**src/rtl/m_cache_pkg.sv**
```systemverilog
`default_nettype none
// ============================================================================
// Module      : m_cache_pkg
// Description : Shared geometry, state encoding and line packing helper for
//               the direct-mapped cache refill controller.
// Revision    : 1.0 - initial release
// ============================================================================
package m_cache_pkg;

    localparam int TAG_W     = 25;
    localparam int IDX_W     = 5;
    localparam int DATA_W    = 32;
    localparam int LINE_W    = 58;
    localparam int NUM_LINES = 32;

    localparam logic [2:0] S_IDLE    = 3'd0;
    localparam logic [2:0] S_LOOKUP  = 3'd1;
    localparam logic [2:0] S_MEM_REQ = 3'd2;
    localparam logic [2:0] S_FILL    = 3'd3;
    localparam logic [2:0] S_RESP    = 3'd4;
    localparam logic [2:0] S_FLUSH   = 3'd5;

    // Line layout is {valid, tag, data}; tag is the address above index+offset.
    function automatic logic [LINE_W-1:0] make_line(input logic [31:0] addr,
                                                    input logic [DATA_W-1:0] data);
        return {1'b1, addr[31:IDX_W+2], data};
    endfunction

endpackage
`default_nettype wire

```
**src/rtl/m_sat_counter.sv**
```systemverilog
`default_nettype none
// ============================================================================
// Module      : m_sat_counter
// Description : 32-bit event counter that sticks at all-ones.
// Revision    : 1.0 - initial release
// ============================================================================
module m_sat_counter (
    input  logic        clk,
    input  logic        rst_n,
    input  logic        inc,
    output logic [31:0] count
);

    logic [31:0] r_count;

    always_ff @(posedge clk) begin
        if (!rst_n) begin
            r_count <= '0;
        end else if (inc && (r_count != 32'hFFFF_FFFF)) begin
            r_count <= r_count + 32'd1;
        end
    end

    assign count = r_count;

endmodule
`default_nettype wire

```
**src/rtl/m_cache_refill_ctrl.sv**
```systemverilog
`default_nettype none
// ============================================================================
// Module      : m_cache_refill_ctrl
// Description : Read-miss refill and flush sequencer for a 32-line direct-
//               mapped cache. Optional hit/miss statistics are built when
//               CACHE_REFILL_STATS_EN is defined.
// Revision    : 1.0 - initial release
// ============================================================================
module m_cache_refill_ctrl
    import m_cache_pkg::*;
#(
    parameter bit FLUSH_ON_RESET = 1'b1
) (
    input  logic              w_clock,
    input  logic              w_reset_n,
    input  logic              w_req,
    input  logic [31:0]       w_addr,
    input  logic              w_flush,
    output logic              w_busy,
    output logic              w_rvalid,
    output logic [31:0]       w_rdata,
    output logic [31:0]       w_c_addr,
    input  logic              w_c_hit,
    input  logic [31:0]       w_c_dout,
    output logic              w_c_we,
    output logic [IDX_W-1:0]  w_c_wa,
    output logic [LINE_W-1:0] w_c_wd,
    output logic              w_m_req,
    output logic [31:0]       w_m_addr,
    input  logic              w_m_ack,
    input  logic [31:0]       w_m_rdata
`ifdef CACHE_REFILL_STATS_EN
    ,
    output logic [31:0]       w_hit_cnt,
    output logic [31:0]       w_miss_cnt
`endif
);

    logic [2:0]        r_state;
    logic [2:0]        w_nxt_state;
    logic [IDX_W-1:0]  r_idx;
    logic [IDX_W-1:0]  w_nxt_idx;
    logic              r_pend;
    logic [31:0]       r_addr;
    logic              r_rvalid;
    logic [31:0]       r_rdata;
    logic              r_m_req;
    logic [31:0]       r_m_addr;
    logic              r_c_we;
    logic [IDX_W-1:0]  r_c_wa;
    logic [LINE_W-1:0] r_c_wd;

    // r_pend carries the post-reset flush request into the first IDLE edge.
    always_comb begin
        w_nxt_state = r_state;
        w_nxt_idx   = r_idx;
        case (r_state)
            S_IDLE: begin
                if (r_pend || w_flush) begin
                    w_nxt_state = S_FLUSH;
                    w_nxt_idx   = '0;
                end else if (w_req) begin
                    w_nxt_state = S_LOOKUP;
                end
            end
            S_LOOKUP:  w_nxt_state = w_c_hit ? S_RESP : S_MEM_REQ;
            S_MEM_REQ: if (w_m_ack) w_nxt_state = S_FILL;
            S_FILL:    w_nxt_state = S_RESP;
            S_RESP:    w_nxt_state = S_IDLE;
            S_FLUSH: begin
                if (r_idx == IDX_W'(NUM_LINES - 1)) begin
                    w_nxt_state = S_IDLE;
                end else begin
                    w_nxt_idx = r_idx + 1'b1;
                end
            end
            default:   w_nxt_state = S_IDLE;
        endcase
    end

    // Cache/memory strobes are registered from the next state so they line up
    // with the state they belong to.
    always_ff @(posedge w_clock) begin
        if (!w_reset_n) begin
            r_state  <= S_IDLE;
            r_idx    <= '0;
            r_pend   <= FLUSH_ON_RESET;
            r_addr   <= '0;
            r_rvalid <= 1'b0;
            r_rdata  <= '0;
            r_m_req  <= 1'b0;
            r_m_addr <= '0;
            r_c_we   <= 1'b0;
            r_c_wa   <= '0;
            r_c_wd   <= '0;
        end else begin
            r_state  <= w_nxt_state;
            r_idx    <= w_nxt_idx;
            r_rvalid <= (r_state == S_RESP);
            if (r_state == S_IDLE) begin
                r_pend <= 1'b0;
                if (!(r_pend || w_flush) && w_req) r_addr <= w_addr;
            end
            if (r_state == S_LOOKUP && w_c_hit) r_rdata <= w_c_dout;
            if (r_state == S_MEM_REQ && w_m_ack) r_rdata <= w_m_rdata;
            if (r_state == S_LOOKUP && !w_c_hit) r_m_addr <= {r_addr[31:2], 2'b00};
            r_m_req <= (w_nxt_state == S_MEM_REQ);
            r_c_we  <= (w_nxt_state == S_FILL) || (w_nxt_state == S_FLUSH);
            case (w_nxt_state)
                S_FILL: begin
                    r_c_wa <= r_addr[IDX_W+1:2];
                    r_c_wd <= make_line(r_addr, w_m_rdata);
                end
                S_FLUSH: begin
                    r_c_wa <= w_nxt_idx;
                    r_c_wd <= '0;
                end
                default: begin
                    r_c_wa <= '0;
                    r_c_wd <= '0;
                end
            endcase
        end
    end

    assign w_busy   = (r_state != S_IDLE) && w_reset_n;
    assign w_rvalid = r_rvalid;
    assign w_rdata  = r_rdata;
    assign w_c_addr = r_addr;
    assign w_c_we   = r_c_we;
    assign w_c_wa   = r_c_wa;
    assign w_c_wd   = r_c_wd;
    assign w_m_req  = r_m_req;
    assign w_m_addr = r_m_addr;

`ifdef CACHE_REFILL_STATS_EN
    logic w_hit_inc;
    logic w_miss_inc;

    assign w_hit_inc  = (r_state == S_LOOKUP) && w_c_hit;
    assign w_miss_inc = (r_state == S_LOOKUP) && !w_c_hit;

    m_sat_counter u_hit_cnt (
        .clk   (w_clock),
        .rst_n (w_reset_n),
        .inc   (w_hit_inc),
        .count (w_hit_cnt)
    );

    m_sat_counter u_miss_cnt (
        .clk   (w_clock),
        .rst_n (w_reset_n),
        .inc   (w_miss_inc),
        .count (w_miss_cnt)
    );
`endif

endmodule
`default_nettype wire

```
**config.mk**
```make
export PLATFORM = sky130hd
export DESIGN_NAME = m_cache_refill_ctrl
export DESIGN_NICKNAME = d
export VERILOG_FILES = /design/src/rtl/m_cache_pkg.sv /design/src/rtl/m_sat_counter.sv /design/src/rtl/m_cache_refill_ctrl.sv
export SDC_FILE = /design/constraint.sdc
export NUM_CORES = 1
export LEC_CHECK = 0
export CAP_MARGIN = 20
export CORE_UTILIZATION = 44
export DETAILED_ROUTE_END_ITERATION = 10
export MAX_ROUTING_LAYER = met4
export PLACE_DENSITY = 0.83
export SLEW_MARGIN = 25
export SYNTH_ARGS = -nofsm -noshare
export SYNTH_HDL_FRONTEND = slang
export SYNTH_HIERARCHICAL = 1
export SYNTH_SLANG_ARGS = --single-unit
```
**constraint.sdc**
```tcl
create_clock -name w_clock -period 3.3 [get_ports w_clock]
set_input_delay 0.66 -clock w_clock [delete_from_list [all_inputs] [get_ports w_clock]]
set_output_delay 0.66 -clock w_clock [all_outputs]
set_load 0.02 [all_outputs]
```
==> impl_metrics.json, run 1 <==
{
  "hold_viol_final": 0,
  "setup_viol_count_final": 0,
  "avgViaCountPerCell": 5.06,
  "routedWlPerCell_um": 16.1,
  "slew_viol_final": 0,
  "r2r-start": "r_state[2]$_SDFF_PN0_",
  "avgSynthCellArea_um2": 9.71,
  "min_to": "w_c_addr[0]$_SDFFE_PN0P_",
  "syn_area_mm2": 0.00617,
  "ff2ff_path_depth": 5,
  "synth_cells": 635,
  "grt_start_max_net_pins": 71,
  "cp-end-kind": "output port",
  "clock-root-buffer": "sky130_fd_sc_hd__clkbuf_16",
  "fp.dieArea_mm2": 0.0145,
  "gpl.final_weighted_congestion": 0.813,
  "worst_clock_skew_ns": 0.00573,
  "area_growth_pct": 54.2,
  "fp.dieW_um": 120,
  "global_route_wire_length_before_repair_mm": 27.2,
  "post-synth-top-area-cell": "sky130_fd_sc_hd__dfxtp_1",
  "synth_seq_area_share_pct": 54.8,
  "critical_path_peak_fanout": 15,
  "h-tree-depth": 4,
  "drv.max_cap_violation_count": 0,
  "totalNegativeSetupSlack_ns": 0,
  "yosys-top-cells-area": "sky130_fd_sc_hd__dfxtp_1 55%, sky130_fd_sc_hd__nand2_1 10%, sky130_fd_sc_hd__and2_1 6.1%, sky130_fd_sc_hd__a21boi_1 6.0%, sky130_fd_sc_hd__mux2i_1 5.4%",
  "grt_setup_unrepaired": "false",
  "num_vias": 5417,
  "hold_class": "flip-flop to flip-flop",
  "worst_hold_startpoint": "w_c_addr[0]$_SDFFE_PN0P_",
  "fin_crit_sh_pct": 82.3,
  "io_buffers": 262,
  "cts_tree": "built",
  "antenna_cells": 0,
  "endpoint_of_the_worst_slack_reg_to_reg_timing_path": "w_c_wd[7]$_SDFF_PN0_",
  "clock_tree.buffer_depth": 2,
  "period_needed_ns": 2.71,
  "setup.worst_path.start_class": "flip-flop",
  "reg2reg_slack_ns": 1.16,
  "total_leakage_power_nw": 3.75,
  "relSlewSlack_pct": 54.7,
  "initial_core_util_pct": 45.9,
  "detailed_place_hpwl_mm": 12.3,
  "groute.usage.overall_pct": 25.0,
  "yosys_warnings": 6,
  "die_h_um": 120,
  "cts_repair_resize_count": 0,
  "ant_nets": 0,
  "cts_inserted_buffers": 17,
  "detailedRoute.firstPassIterationCount": 4,
  "worst_ep_required_time_ns": 2.64,
  "worst_pin_slew_ns": 0.679,
  "cts.hold.buffers_added": 0,
  "number_of_global_route_vias_before_repair": 5486,
  "holdPathStages": 2,
  "nets": 984,
  "core_rows": 42,
  "crit_type": "flip-flop to output port",
  "synthDistinctLibCells": 44,
  "first_iter_violations": 316,
  "clock_sinks": 169,
  "drive_gt1_share_pct": 5.82,
  "postSynthRegisterBits": 169,
  "clk_pin_slew_worst_paths_ns": 0.06,
  "p_per_area_mw_per_mm2": 613,
  "final.setup.worst_slack_ns": 0.585,
  "grt_overflow_total": 0,
  "finalWirelength_mm": 17.2,
  "vdd_drop_max_mv": 0.318,
  "io_pins": 265,
  "preCtsSetupSlack_ns": 0.739,
  "fp.coreArea_mm2": 0.0135,
  "status": "finished, final reports clean",
  "synthDominantCellAreaShare_pct": 54.8,
  "grt_antenna_before_repair": 0,
  "clk_latency_ns": 0.42,
  "post_route_drc_violation_count": 0,
  "arr_time_crit_path_ns": 2.05,
  "postCtsSetupRepairBufs": 0,
  "fmax_ghz": 0.368
}
==> power breakdown <==
group | internal [mW] | switching (mW)
sequential | 2.24 | 0.150
combinational | 0.668 | 0.728
clock | 1.21 | 0.850
==> cell usage after synthesis, drive strengths merged <==
cell type	instances
a21boi	65
a21o	1
a21oi	3
a22o	2
a22oi	1
a2bb2oi	1
a31oi	2
a32o	1
and2	60
and3	1
and3b	1
and4	1
and4bb	1
buf	26
clkbuf	22
conb	1
dfxtp	169
ha	1
inv	1
mux2i	33
nand2	169
nand2b	2
nand3	4
nand3b	3
nand4	2
nor2	3
nor2b	7
nor3	3
nor3b	1
nor4	1
o211a	32
o211ai	1
o21ai	8
o22a	1
o22ai	1
o32ai	1
or2	1
or3	2
==> critical path: stages (launching register included) <==
cell	delay, ns
sky130_fd_sc_hd__dfxtp_1	0.65
sky130_fd_sc_hd__or3_4	0.26
sky130_fd_sc_hd__and2_1	0.13
sky130_fd_sc_hd__clkdlybuf4s50_1	0.60
==> how the worst max path moves through the flow <==
stage,start,depth (start not counted),endpoint
after floorplan,w_reset_n,3,w_busy
after global placement,w_m_ack,6,w_c_wd[5]$_SDFF_PN0_
after detailed placement,w_c_hit,6,w_c_wd[7]$_SDFF_PN0_
after CTS,r_state[2]$_SDFF_PN0_,3,w_busy
after global routing,r_state[2]$_SDFF_PN0_,3,w_busy
final,r_state[2]$_SDFF_PN0_,3,w_busy
==> routing by layer <==
metal	vias up	wire length [um]	global-route usage [%]
met3	40	1280	6.89
met1	2518	6920	27.2
li1	2602	-	-
met2	257	8530	42.5
met5	-	0	-
met4	0	520	11.3
==> layout make-up <==
class / instances / area (um^2)
clock buffers: 17 / 425
clock inverters: 15 / 186
fillers: 1007 / 3940
inverters: 1 / 3.75
multi-input cells: 418 / 2560
flip-flops and latches: 169 / 3380
well taps: 176 / 220
repair buffers: 274 / 2730
==> per-stage QoR <==
| stage | total power [mW] | hold slack, ns | cell area, um^2 | instances | util [%] |
|---|---|---|---|---|---|
| floorplan | 3.17 | 0.446 | 6170 | 636 | - |
| global placement | 3.78 | 0.440 | 8900 | 1038 | 66.2 |
| detailed placement | 3.82 | 0.448 | 8900 | 1038 | 66.2 |
| CTS | 5.89 | 0.465 | 9510 | 1070 | 70.7 |
| global route | 6.11 | 0.481 | 9510 | 1070 | 70.7 |
| finish | 5.84 | 0.462 | 9510 | 1070 | 70.7 |
==> registers in the layout (all words and copies together) (netlist names) <==
signal / count
w_rdata: 32
r_idx: 5
w_c_addr: 32
w_m_addr: 30
w_m_req: 1
w_c_we: 1
w_c_wa: 5
w_c_wd: 58
w_rvalid: 1
r_state: 3
r_pend: 1
==> cell usage in the layout (no fill, tap or decap), types with 4 or more instances in the layout <==
master	instances
sky130_fd_sc_hd__mux2i_1	33
sky130_fd_sc_hd__clkbuf_16	17
sky130_fd_sc_hd__and2_1	60
sky130_fd_sc_hd__clkinvlp_4	4
sky130_fd_sc_hd__nand2_1	169
sky130_fd_sc_hd__a21boi_0	16
sky130_fd_sc_hd__nand3_1	4
sky130_fd_sc_hd__buf_4	10
sky130_fd_sc_hd__nor2b_1	6
sky130_fd_sc_hd__a21boi_1	49
sky130_fd_sc_hd__o21ai_0	5
sky130_fd_sc_hd__o211a_1	32
sky130_fd_sc_hd__dfxtp_1	169
sky130_fd_sc_hd__inv_6	6
sky130_fd_sc_hd__clkdlybuf4s50_1	261
==> logic make-up (layout without fill, tap and decap cells) <==
group	Yosys count	after routing	synth area share [%]
simple gates	262	262	19.8
flops	169	169	54.8
compound gates	120	120	15.7
buf+inv	49	307	4.02
mux	33	33	5.36
fa+ha+maj	1	1	0.203
other cells	1	2	0.0608
(Power assumes the default switching activity.)
==> run 2: changes to the inputs <==
--- a/config.mk
+++ b/config.mk
@@ -6,10 +6,10 @@
 export NUM_CORES = 1
 export LEC_CHECK = 0
 export CAP_MARGIN = 20
-export CORE_UTILIZATION = 44
+export CORE_UTILIZATION = 42
 export DETAILED_ROUTE_END_ITERATION = 10
 export MAX_ROUTING_LAYER = met4
-export PLACE_DENSITY = 0.83
+export PLACE_DENSITY = 0.8
 export SLEW_MARGIN = 25
 export SYNTH_ARGS = -nofsm -noshare
 export SYNTH_HDL_FRONTEND = slang
==> constraint.sdc (replaced) <==
create_clock -name w_clock -period 2.7 [get_ports w_clock]
set_input_delay 0.54 -clock w_clock [delete_from_list [all_inputs] [get_ports w_clock]]
set_output_delay 0.54 -clock w_clock [all_outputs]
set_load 0.02 [all_outputs]
==> impl_metrics.json, run 2 (synthesis gave the netlist of run 1 again) <==
{
  "status": "finished, final reports clean",
  "drv.max_cap_violation_count": 0,
  "first_iter_violations": 243,
  "finalWirelength_mm": 16.8,
  "antenna_cells": 0,
  "period_needed_ns": 2.58,
  "worst_ep_required_time_ns": 2.16,
  "groute.usage.overall_pct": 22.8,
  "cts_inserted_buffers": 17,
  "clk_pin_slew_worst_paths_ns": 0.06,
  "num_vias": 5183,
  "postCtsSetupRepairBufs": 0,
  "critical_path_peak_fanout": 14,
  "arr_time_crit_path_ns": 2.04,
  "clk_latency_ns": 0.42,
  "p_int_mw": 5.15,
  "nFillCells": 1145,
  "cts_tree": "built",
  "p_sw_mw": 2.00,
  "setup_viol_count_final": 0,
  "grt_antenna_before_repair": 0,
  "gpl.final_weighted_congestion": 0.856,
  "post_route_drc_violation_count": 0,
  "layout_commonest_cell": "sky130_fd_sc_hd__clkdlybuf4s50_1",
  "routedWlPerCell_um": 15.6,
  "total_leakage_power_nw": 3.76,
  "cpPeakStageDelay_ns": 0.53,
  "mostFrequentLayoutCells": "261 x sky130_fd_sc_hd__clkdlybuf4s50_1, 169 x sky130_fd_sc_hd__nand2_1, 169 x sky130_fd_sc_hd__dfxtp_1",
  "clock_sinks": 169,
  "nets": 985,
  "area_growth_pct": 54.3,
  "fp.coreArea_mm2": 0.0141,
  "avgViaCountPerCell": 4.83,
  "postLayoutCellArea_mm2": 0.00952,
  "comb_power_share_pct": 24.5,
  "io_pins": 265,
  "detailedRoute.firstPassIterationCount": 4,
  "cp-end-kind": "output port",
  "totalNegativeSetupSlack_ns": 0,
  "fin_crit_sh_pct": 95.6,
  "grt_setup_unrepaired": "false",
  "global_route_wire_length_before_repair_mm": 25.4,
  "crit_type": "flip-flop to output port",
  "switching_share_pct": 28.0,
  "h-tree-depth": 4,
  "fp.dieW_um": 123,
  "worst_clock_skew_ns": 0.0112,
  "cts_repair_resize_count": 0,
  "ant_nets": 0,
  "fmax_ghz": 0.387,
  "initial_core_util_pct": 43.8,
  "hold_viol_final": 0,
  "relSlewSlack_pct": 50.4,
  "p_per_area_mw_per_mm2": 752,
  "clock-root-buffer": "sky130_fd_sc_hd__clkbuf_16",
  "crit_buf_inv": 1,
  "detailed_place_hpwl_mm": 11.4,
  "slew_viol_final": 0,
  "clock_tree.buffer_depth": 2,
  "worst_pin_slew_ns": 0.745,
  "share_clk_of_total_power_pct": 35.3,
  "setup.worst_path.start_class": "flip-flop",
  "cts.hold.buffers_added": 0,
  "hold_class": "flip-flop to flip-flop",
  "fp.dieArea_mm2": 0.0152,
  "timing.critical_path.cells": "or3_4 -> and2_1 -> clkdlybuf4s50_1",
  "drive_gt1_share_pct": 5.26,
  "number_of_global_route_vias_before_repair": 4974,
  "crit_slowest_cell": "sky130_fd_sc_hd__clkdlybuf4s50_1",
  "cpLargestDelayFamily": "simple AND/OR/NAND/NOR gates",
  "io_buffers": 262,
  "die_h_um": 123,
  "vdd_drop_max_mv": 0.480,
  "largest_register_ffs": 58,
  "core_rows": 43,
  "reg2reg_slack_ns": 0.79,
  "grt_overflow_total": 0,
  "post_dp_cell_area_mm2": 0.00890,
  "seqPwrFrac_pct": 40.2,
  "grt_start_max_net_pins": 110
}
[run 2: cell types whose count changed in the layout (fill, tap and decap cells not counted), moves of 2 or more]
cell / before / now
sky130_fd_sc_hd__clkbuf_8: 0 / 2
sky130_fd_sc_hd__clkinv_2: 1 / 3
sky130_fd_sc_hd__inv_6: 6 / 0
sky130_fd_sc_hd__clkinvlp_4: 4 / 0
sky130_fd_sc_hd__clkbuf_1: 0 / 4
[run 2: worst reg2reg max path: stages, from the launching register on]
cell and delay (ns):
sky130_fd_sc_hd__dfxtp_1 0.44, sky130_fd_sc_hd__or2_1 0.32, sky130_fd_sc_hd__o32ai_2 0.33, sky130_fd_sc_hd__nor2b_4 0.20
sky130_fd_sc_hd__buf_4 0.36, sky130_fd_sc_hd__and2_1 0.20
[run 2: stage by stage]
step           utilization (%)  hold slack, ns  worst slack, ns  cells  total power, mW
2_1_floorplan                -           0.446            0.862    636             3.87
3_3_place_gp              63.1           0.440            0.436   1043             4.66
3_5_place_dp              63.1           0.445            0.404   1043             4.68
4_1_cts                   67.5           0.453            0.106   1074             7.21
5_1_grt                   67.5           0.473           0.0550   1074             7.46
6_report                  67.5           0.452            0.118   1074             7.16
[run 2: final timing paths]
path	cells after the start	from	endpoint
setup / recovery	3	r_state[0]$_SDFF_PN0_	w_busy
setup reg to reg	5	r_state[0]$_SDFF_PN0_	w_c_wd[6]$_SDFF_PN0_
hold / removal	2	w_m_addr[22]$_SDFFE_PN0P_	w_m_addr[22]$_SDFFE_PN0P_
hold reg to reg	2	w_m_addr[22]$_SDFFE_PN0P_	w_m_addr[22]$_SDFFE_PN0P_
[run 2: power groups by stage]
stage | logic, mW | clock network, mW | registers, mW
CTS | 1.77 | 2.57 | 2.88
floorplan | 0.704 | 0 | 3.17
global placement | 1.74 | 0 | 2.92
detailed placement | 1.75 | 0 | 2.93
finish | 1.75 | 2.52 | 2.88
global route | 1.88 | 2.68 | 2.90
[run 2: area by class of cell]
| cell class | count | area [um^2] | share of cell area (%) |
|---|---|---|---|
| tap | 180 | 225 | 2.37 |
| timing repair buffer | 275 | 2730 | 28.7 |
| sequential | 169 | 3380 | 35.6 |
| multi-input combinational | 418 | 2560 | 26.9 |
| inverter | 1 | 3.75 | 0.0394 |
| clock inverter | 8 | 144 | 1.51 |
| clock buffer | 23 | 468 | 4.92 |
[run 2: routing by layer]
layer	wire length, um	vias to the layer above	global-route usage [%]	share of wire (%)
met5	0	-	-	0
met4	293	0	8.51	1.7
met3	1250	21	7.38	7.5
met2	8240	179	38.6	49
met1	6960	2385	24.8	42
li1	-	2598	-	-
==> run 3: changes to the inputs <==
--- a/config.mk
+++ b/config.mk
@@ -5,7 +5,6 @@
 export SDC_FILE = /design/constraint.sdc
 export NUM_CORES = 1
 export LEC_CHECK = 0
-export CAP_MARGIN = 20
 export CORE_UTILIZATION = 42
 export DETAILED_ROUTE_END_ITERATION = 10
 export MAX_ROUTING_LAYER = met4
==> results of run 3 <==
No change in the layout: final DEF, timing and power equal those of run 2.
